[config.mk]
export PLATFORM = sky130hd
export DESIGN_NAME = psum_acc_och
export DESIGN_NICKNAME = d
export VERILOG_FILES = /design/src/rtl/psum_acc_och.sv
export SDC_FILE = /design/constraint.sdc
export NUM_CORES = 1
export LEC_CHECK = 0
export ABC_AREA = 1
export BUFFER_PORTS_ARGS = -buffer_cell sky130_fd_sc_hd__buf_2
export CORE_ASPECT_RATIO = 0.9
export CORE_MARGIN = 1
export CORE_UTILIZATION = 55
export CTS_CLUSTER_SIZE = 16
export DETAILED_ROUTE_END_ITERATION = 12
export MAX_ROUTING_LAYER = met4
export PLACE_DENSITY = 0.88
export RECOVER_POWER = 25
export SLEW_MARGIN = 20
export SYNTH_ARGS = -nofsm -noshare
export SYNTH_HDL_FRONTEND = slang
export SYNTH_SLANG_ARGS = --single-unit
[constraint.sdc]
create_clock -name clk -period 7.8 [get_ports clk]
set_input_delay 0.78 -clock clk [delete_from_list [all_inputs] [get_ports clk]]
set_output_delay 0.78 -clock clk [all_outputs]
set_load 0.005 [all_outputs]
[src/rtl/psum_acc_och.sv]
// psum_acc_och: output-channel partial-sum accumulator behind the 32-input
// adder tree. Owns the tree pipeline enable, shadows tree validity through
// its 3-register latency, and folds input-channel tiles onto a bias. Each
// finished group is offered on a valid/ready port.
// Optional feature macro: PSUM_ACC_RELU_EN (clamp negative results to 0).
module psum_acc_och #(
  parameter int PSUM_WIDTH     = 32,
  parameter int ACC_WIDTH      = 32,
  parameter int TILE_CNT_WIDTH = 8
) (
  input  logic                             clk,
  input  logic                             rst,
  input  logic                             clear,
  input  logic        [TILE_CNT_WIDTH-1:0] cfg_tile_num,
  input  logic signed [ACC_WIDTH-1:0]      bias,
  input  logic                             in_valid,
  output logic                             in_ready,
  output logic                             pipe_en,
  input  logic signed [PSUM_WIDTH-1:0]     psum,
  output logic                             out_valid,
  input  logic                             out_ready,
  output logic signed [ACC_WIDTH-1:0]      out_data,
  output logic        [TILE_CNT_WIDTH-1:0] tile_idx,
  output logic                             busy
);

  // Validity shadow of the three tree pipeline registers.
  logic vld_p0, vld_p1, vld_p2;

  logic signed [ACC_WIDTH-1:0]      acc;
  logic        [TILE_CNT_WIDTH-1:0] n_lat;
  logic        [TILE_CNT_WIDTH-1:0] n_cfg;
  logic        [TILE_CNT_WIDTH-1:0] n_cur;
  logic                             accept;
  logic                             last;
  logic signed [ACC_WIDTH-1:0]      psum_ext;
  logic signed [ACC_WIDTH-1:0]      base;
  logic signed [ACC_WIDTH-1:0]      sum;

  // Final shaping applied only to values leaving through out_data.
  function automatic logic signed [ACC_WIDTH-1:0] post_proc(
    input logic signed [ACC_WIDTH-1:0] val
  );
`ifdef PSUM_ACC_RELU_EN
    post_proc = val[ACC_WIDTH-1] ? '0 : val;
`else
    post_proc = val;
`endif
  endfunction

  // Two's-complement add that wraps modulo 2^ACC_WIDTH.
  function automatic logic signed [ACC_WIDTH-1:0] wrap_add(
    input logic signed [ACC_WIDTH-1:0] a,
    input logic signed [ACC_WIDTH-1:0] b
  );
    wrap_add = a + b;
  endfunction

  // The whole tree advances whenever the output slot is free or being freed.
  assign pipe_en  = !out_valid || out_ready;
  assign in_ready = pipe_en;

  // A tree result is consumed only when it is valid and the tree moves.
  assign accept = pipe_en && vld_p2;

  // Group length: a zero configuration means one tile. The live config is
  // used on tile 0 (and latched then); later tiles use the latched copy.
  assign n_cfg = (cfg_tile_num == '0) ? TILE_CNT_WIDTH'(1) : cfg_tile_num;
  assign n_cur = (tile_idx == '0) ? n_cfg : n_lat;
  assign last  = (tile_idx == n_cur - TILE_CNT_WIDTH'(1));

  assign psum_ext = ACC_WIDTH'(psum);
  assign base     = (tile_idx == '0) ? bias : acc;
  assign sum      = wrap_add(base, psum_ext);

  assign busy = vld_p0 || vld_p1 || vld_p2 || (tile_idx != '0);

  // Validity shift register; frozen with the tree, flushed by clear.
  always_ff @(posedge clk or posedge rst) begin
    if (rst) begin
      vld_p0 <= 1'b0;
      vld_p1 <= 1'b0;
      vld_p2 <= 1'b0;
    end else if (clear) begin
      vld_p0 <= 1'b0;
      vld_p1 <= 1'b0;
      vld_p2 <= 1'b0;
    end else if (pipe_en) begin
      vld_p0 <= in_valid;
      vld_p1 <= vld_p0;
      vld_p2 <= vld_p1;
    end
  end

  // Accumulator, tile index and latched group length.
  always_ff @(posedge clk or posedge rst) begin
    if (rst) begin
      tile_idx <= '0;
      acc      <= '0;
      n_lat    <= TILE_CNT_WIDTH'(1);
    end else if (clear) begin
      tile_idx <= '0;
      acc      <= '0;
    end else if (accept) begin
      if (tile_idx == '0) begin
        n_lat <= n_cfg;
      end
      if (last) begin
        tile_idx <= '0;
      end else begin
        acc      <= sum;
        tile_idx <= tile_idx + TILE_CNT_WIDTH'(1);
      end
    end
  end

  // Output slot: loads on group completion, drains on handshake; a reload in
  // the draining cycle keeps out_valid high for back-to-back delivery.
  always_ff @(posedge clk or posedge rst) begin
    if (rst) begin
      out_valid <= 1'b0;
      out_data  <= '0;
    end else if (accept && last && !clear) begin
      out_valid <= 1'b1;
      out_data  <= post_proc(sum);
    end else if (out_ready) begin
      out_valid <= 1'b0;
    end
  end

endmodule

==> impl_metrics.xml <==
<?xml version="1.0" encoding="UTF-8"?>
<metrics>
  <group name="final_layout">
    <metric name="num_antenna_cells" unit="">0</metric>
    <metric name="proportion_of_layout_cells_with_a_drive_suffix_above_1" unit="%">15.2</metric>
    <metric name="fin_nets" unit="">1157</metric>
    <metric name="finalNonFillerCells" unit="">1202</metric>
    <metric name="num-fill-cells" unit="">978</metric>
    <metric name="syn_to_final_growth" unit="%">15.7</metric>
  </group>
  <group name="pwr">
    <metric name="cellLeakagePower" unit="nW">4.12</metric>
    <metric name="max-vdd-ir-drop" unit="mV">0.121</metric>
    <metric name="internal_power" unit="W">0.00102</metric>
    <metric name="p_sw_share" unit="%">45.2</metric>
    <metric name="power.share.sequential" unit="%">26.4</metric>
    <metric name="total_switching_power" unit="W">0.000842</metric>
    <metric name="p_clk_share" unit="%">24.9</metric>
    <metric name="combinationalPowerShare" unit="%">48.7</metric>
    <metric name="p_per_area" unit="nW/um^2">259</metric>
  </group>
  <group name="cts">
    <metric name="clk_path_buf_depth" unit="">2</metric>
    <metric name="cts_htree_levels" unit="">3</metric>
    <metric name="tritoncts.num_buffers" unit="">9</metric>
    <metric name="worst_setup_hold_path_clk_slew" unit="ns">0.06</metric>
    <metric name="post-cts-setup-buffer-count" unit="">0</metric>
    <metric name="tritoncts_num_sinks" unit="">84</metric>
    <metric name="clk_root_buffer_cell" unit="">sky130_fd_sc_hd__clkbuf_16</metric>
    <metric name="cts_resized" unit="">0</metric>
    <metric name="cts_tree" unit="">built</metric>
    <metric name="postCtsHoldBufs" unit="">0</metric>
    <metric name="worstSkewPairLatency" unit="ns">0.36</metric>
  </group>
  <group name="detailed_routing">
    <metric name="route.final.wire_length" unit="mm">17.8</metric>
    <metric name="post_drt_via_cell_ratio" unit="">5.48</metric>
    <metric name="routed_wire_length_per_instance" unit="um">14.8</metric>
    <metric name="drc" unit="">0</metric>
    <metric name="vias" unit="">6584</metric>
    <metric name="starting_drt_drc_count" unit="">634</metric>
    <metric name="antenna_left" unit="">0</metric>
    <metric name="drtPass1Iterations" unit="">6</metric>
  </group>
  <group name="setup_path">
    <metric name="crit_path_cell_trace" unit="">clkbuf_1 -&gt; clkinvlp_2 -&gt; clkbuf_1</metric>
    <metric name="timing.critical_path.to_type" unit="">async pin</metric>
    <metric name="critical_path.slowest_cell" unit="">sky130_fd_sc_hd__clkbuf_1</metric>
    <metric name="critPathLaunchType" unit="">primary input</metric>
    <metric name="timing.setup.critical_path_class" unit="">primary input to async pin</metric>
    <metric name="critPathMaxStageDelay" unit="ns">3.11</metric>
    <metric name="critical-path-top-cell-by-count" unit="">sky130_fd_sc_hd__clkbuf_1</metric>
    <metric name="biggest_fanout_along_the_worst_timing_path" unit="">84</metric>
    <metric name="worst_ep_required_time" unit="ns">7.22</metric>
    <metric name="crit_arrival" unit="ns">4.07</metric>
  </group>
  <group name="logic_synthesis">
    <metric name="synth_ff_type" unit="">sky130_fd_sc_hd__dfrtp_1</metric>
    <metric name="synth_cell_types" unit="">34</metric>
    <metric name="syn-cell-area" unit="um^2">6200</metric>
    <metric name="synthCells" unit="">939</metric>
    <metric name="avg_synthesized_cell_area" unit="um^2">6.61</metric>
    <metric name="syn-num-nets" unit="">1051</metric>
    <metric name="synth_warnings" unit="">0</metric>
    <metric name="postSynthRegisterBits" unit="">84</metric>
    <metric name="cell_type_contributing_the_most_total_cell_area_after_synthesis" unit="">sky130_fd_sc_hd__dfrtp_1</metric>
    <metric name="synth-seq-area-share" unit="%">33.9</metric>
    <metric name="synth_top_cell_area_share" unit="%">33.5</metric>
    <metric name="async_flop_share" unit="%">100</metric>
    <metric name="synth.area.top_cells" unit="">sky130_fd_sc_hd__dfrtp_1, sky130_fd_sc_hd__nand2_1, sky130_fd_sc_hd__ha_1</metric>
    <metric name="synth_edf_count" unit="">0</metric>
  </group>
  <group name="global_route">
    <metric name="overflow" unit="">0</metric>
    <metric name="via_count_of_the_first_global_routing_pass" unit="">6102</metric>
    <metric name="grt_antenna_before_repair" unit="">0</metric>
    <metric name="pin_count_of_the_biggest_net_entering_global_routing" unit="">85</metric>
    <metric name="grt_first_pass_wirelength" unit="mm">28.5</metric>
    <metric name="groute.usage.overall" unit="%">32.5</metric>
  </group>
  <group name="sta">
    <metric name="finalClockSkew" unit="ns">0.00882</metric>
    <metric name="setup_violators_final" unit="">0</metric>
    <metric name="grt_setup_unrepaired" unit="">no</metric>
    <metric name="final_max_slew_viol_count" unit="">85</metric>
    <metric name="timing.setup.tns" unit="ns">0</metric>
    <metric name="max_freq" unit="GHz">0.215</metric>
    <metric name="final_min_period_over_clock_period" unit="%">59.7</metric>
    <metric name="timing.final.crit_period" unit="ns">4.66</metric>
    <metric name="layout_setup_ws" unit="ns">3.14</metric>
    <metric name="max_slew_margin_vs_limit" unit="%">-197</metric>
    <metric name="worst-slew-pin-transition" unit="ns">4.45</metric>
    <metric name="final_hold_viol_count" unit="">0</metric>
  </group>
  <group name="placement">
    <metric name="place_worst_setup_slack" unit="ns">3.35</metric>
    <metric name="dp_cells" unit="">1186</metric>
    <metric name="finalWeightedCongestion" unit="">1.01</metric>
    <metric name="number_of_buffer_cells_added_on_primary_ports" unit="">120</metric>
    <metric name="dp.final_hpwl" unit="mm">13.2</metric>
  </group>
  <group name="floorplan">
    <metric name="fp.dieArea" unit="um^2">11700</metric>
    <metric name="row_count" unit="">36</metric>
    <metric name="initial_utilization" unit="%">56.9</metric>
    <metric name="floorplan.die.height" unit="um">103</metric>
    <metric name="core_footprint" unit="um^2">10900</metric>
    <metric name="die_w" unit="um">114</metric>
    <metric name="io_pins" unit="">121</metric>
  </group>
  <group name="status">
    <metric name="failed_checks" unit="">capacitance limit, slew limit</metric>
    <metric name="status" unit="">finished with violations</metric>
  </group>
  <group name="run">
    <metric name="drv_cap" unit="">1</metric>
  </group>
  <group name="worst_hold_path">
    <metric name="min_path_type" unit="">flop to flop</metric>
  </group>
</metrics>
## cell type report
class                           instances  area [um^2]  area share, %
Tap cell                              152          190           2.65
Timing Repair Buffer                  121          603           8.40
Multi-Input combinational cell        758         3700           51.5
Clock buffer                           10          239           3.33
Inverter                               71          268           3.73
Sequential cell                        84         2100           29.3
Clock inverter                          6         76.3           1.06
## path summary, 6_finish.rpt
| path | start | to | slack [ns] | cells past startpoint |
|---|---|---|---|---|
| min | acc[26]$_DFFE_PP0P_ | acc[26]$_DFFE_PP0P_ | 0.47 | 2 |
| min reg2reg | acc[26]$_DFFE_PP0P_ | acc[26]$_DFFE_PP0P_ | 0.47 | 2 |
| max reg2reg | tile_idx[0]$_DFFE_PP0P_ | acc[30]$_DFFE_PP0P_ | 3.53 | 16 |
| min in group asynchronous | rst | out_data[16]$_DFFE_PP0P_ | 2.18 | 3 |
| max | rst | out_data[11]$_DFFE_PP0P_ | 3.14 | 3 |
| max in group clk | tile_idx[0]$_DFFE_PP0P_ | acc[30]$_DFFE_PP0P_ | 3.53 | 16 |
## per-layer routing
layer	vias up	global-route usage (%)	share of wire (%)	wire length, um
met1	3014	42.2	43	7730
li1	3222	-	-	-
met3	38	7.41	9.6	1710
met2	310	50.0	45	7960
met4	0	11.6	2.4	433
met5	-	-	0	0
## cell usage after synthesis, types with 5 or more instances
cell type and count:
sky130_fd_sc_hd__xor2_1 26, sky130_fd_sc_hd__nor3_1 9, sky130_fd_sc_hd__o21ai_0 47, sky130_fd_sc_hd__nand3_1 71, sky130_fd_sc_hd__nand2_1 419, sky130_fd_sc_hd__nand2_2 5, sky130_fd_sc_hd__a21oi_1 45, sky130_fd_sc_hd__inv_1 63
sky130_fd_sc_hd__inv_2 8, sky130_fd_sc_hd__dfrtp_1 83, sky130_fd_sc_hd__xnor2_1 7, sky130_fd_sc_hd__clkbuf_1 11, sky130_fd_sc_hd__nor2_2 5, sky130_fd_sc_hd__ha_1 34, sky130_fd_sc_hd__buf_2 7, sky130_fd_sc_hd__nand4_1 9
sky130_fd_sc_hd__nor2_1 55
## layout by cell type, fill, tap and decap left out, types with 9 or more instances in the layout
cell | netlist | final
sky130_fd_sc_hd__o21ai_0 | 47 | 47
sky130_fd_sc_hd__ha_1 | 34 | 34
sky130_fd_sc_hd__a21oi_1 | 45 | 45
sky130_fd_sc_hd__nand4_1 | 9 | 9
sky130_fd_sc_hd__nand3_1 | 71 | 71
sky130_fd_sc_hd__clkbuf_16 | 0 | 9
sky130_fd_sc_hd__nor2_1 | 55 | 55
sky130_fd_sc_hd__dfrtp_1 | 83 | 83
sky130_fd_sc_hd__buf_2 | 7 | 119
sky130_fd_sc_hd__inv_1 | 63 | 62
sky130_fd_sc_hd__nand2_1 | 419 | 417
sky130_fd_sc_hd__nor3_1 | 9 | 9
sky130_fd_sc_hd__xor2_1 | 26 | 26
## power groups by stage
stage,clock [W],sequential (W),combinational (W)
2_1_floorplan,0,0.000494,0.000665
5_1_grt,0.000483,0.000495,0.00100
6_report,0.000463,0.000491,0.000906
3_3_place_gp,0,0.000496,0.000863
3_5_place_dp,0,0.000498,0.000875
4_1_cts,0.000467,0.000491,0.000881
## sequential cells by signal, indices dropped and copies added, names as in the netlist
register,flops
n_lat,8
out_valid,1
tile_idx,8
vld_p1,1
vld_p2,1
vld_p0,1
out_data,32
acc,32
## kinds of logic after synthesis
family / Yosys count / share of synthesized area [%]
buffers and inverters: 97 / 6.61
adder cells (fa/ha/maj): 35 / 7.18
flip-flops: 84 / 33.9
multiplexers: 1 / 0.161
AND/OR/NAND/NOR: 583 / 38.5
AO/OA/AOI/OAI: 106 / 9.03
XOR/XNOR: 33 / 4.66
## per-stage QoR
stage          area, um^2  power [W]  hold WS (ns)  utilization, %
3_3_place_gp         6870    0.00136         0.453            63.0
4_1_cts              7180    0.00184         0.474            65.9
6_report             7180    0.00186         0.474            65.9
5_1_grt              7180    0.00198         0.493            65.9
2_1_floorplan        6200    0.00116         0.441               -
3_5_place_dp         6870    0.00137         0.458            63.0
## critical path, delay by kind of cell
family                 cells  cell delay, ns
buffers and inverters      3            3.25
Power figures use the tool's default switching activity.
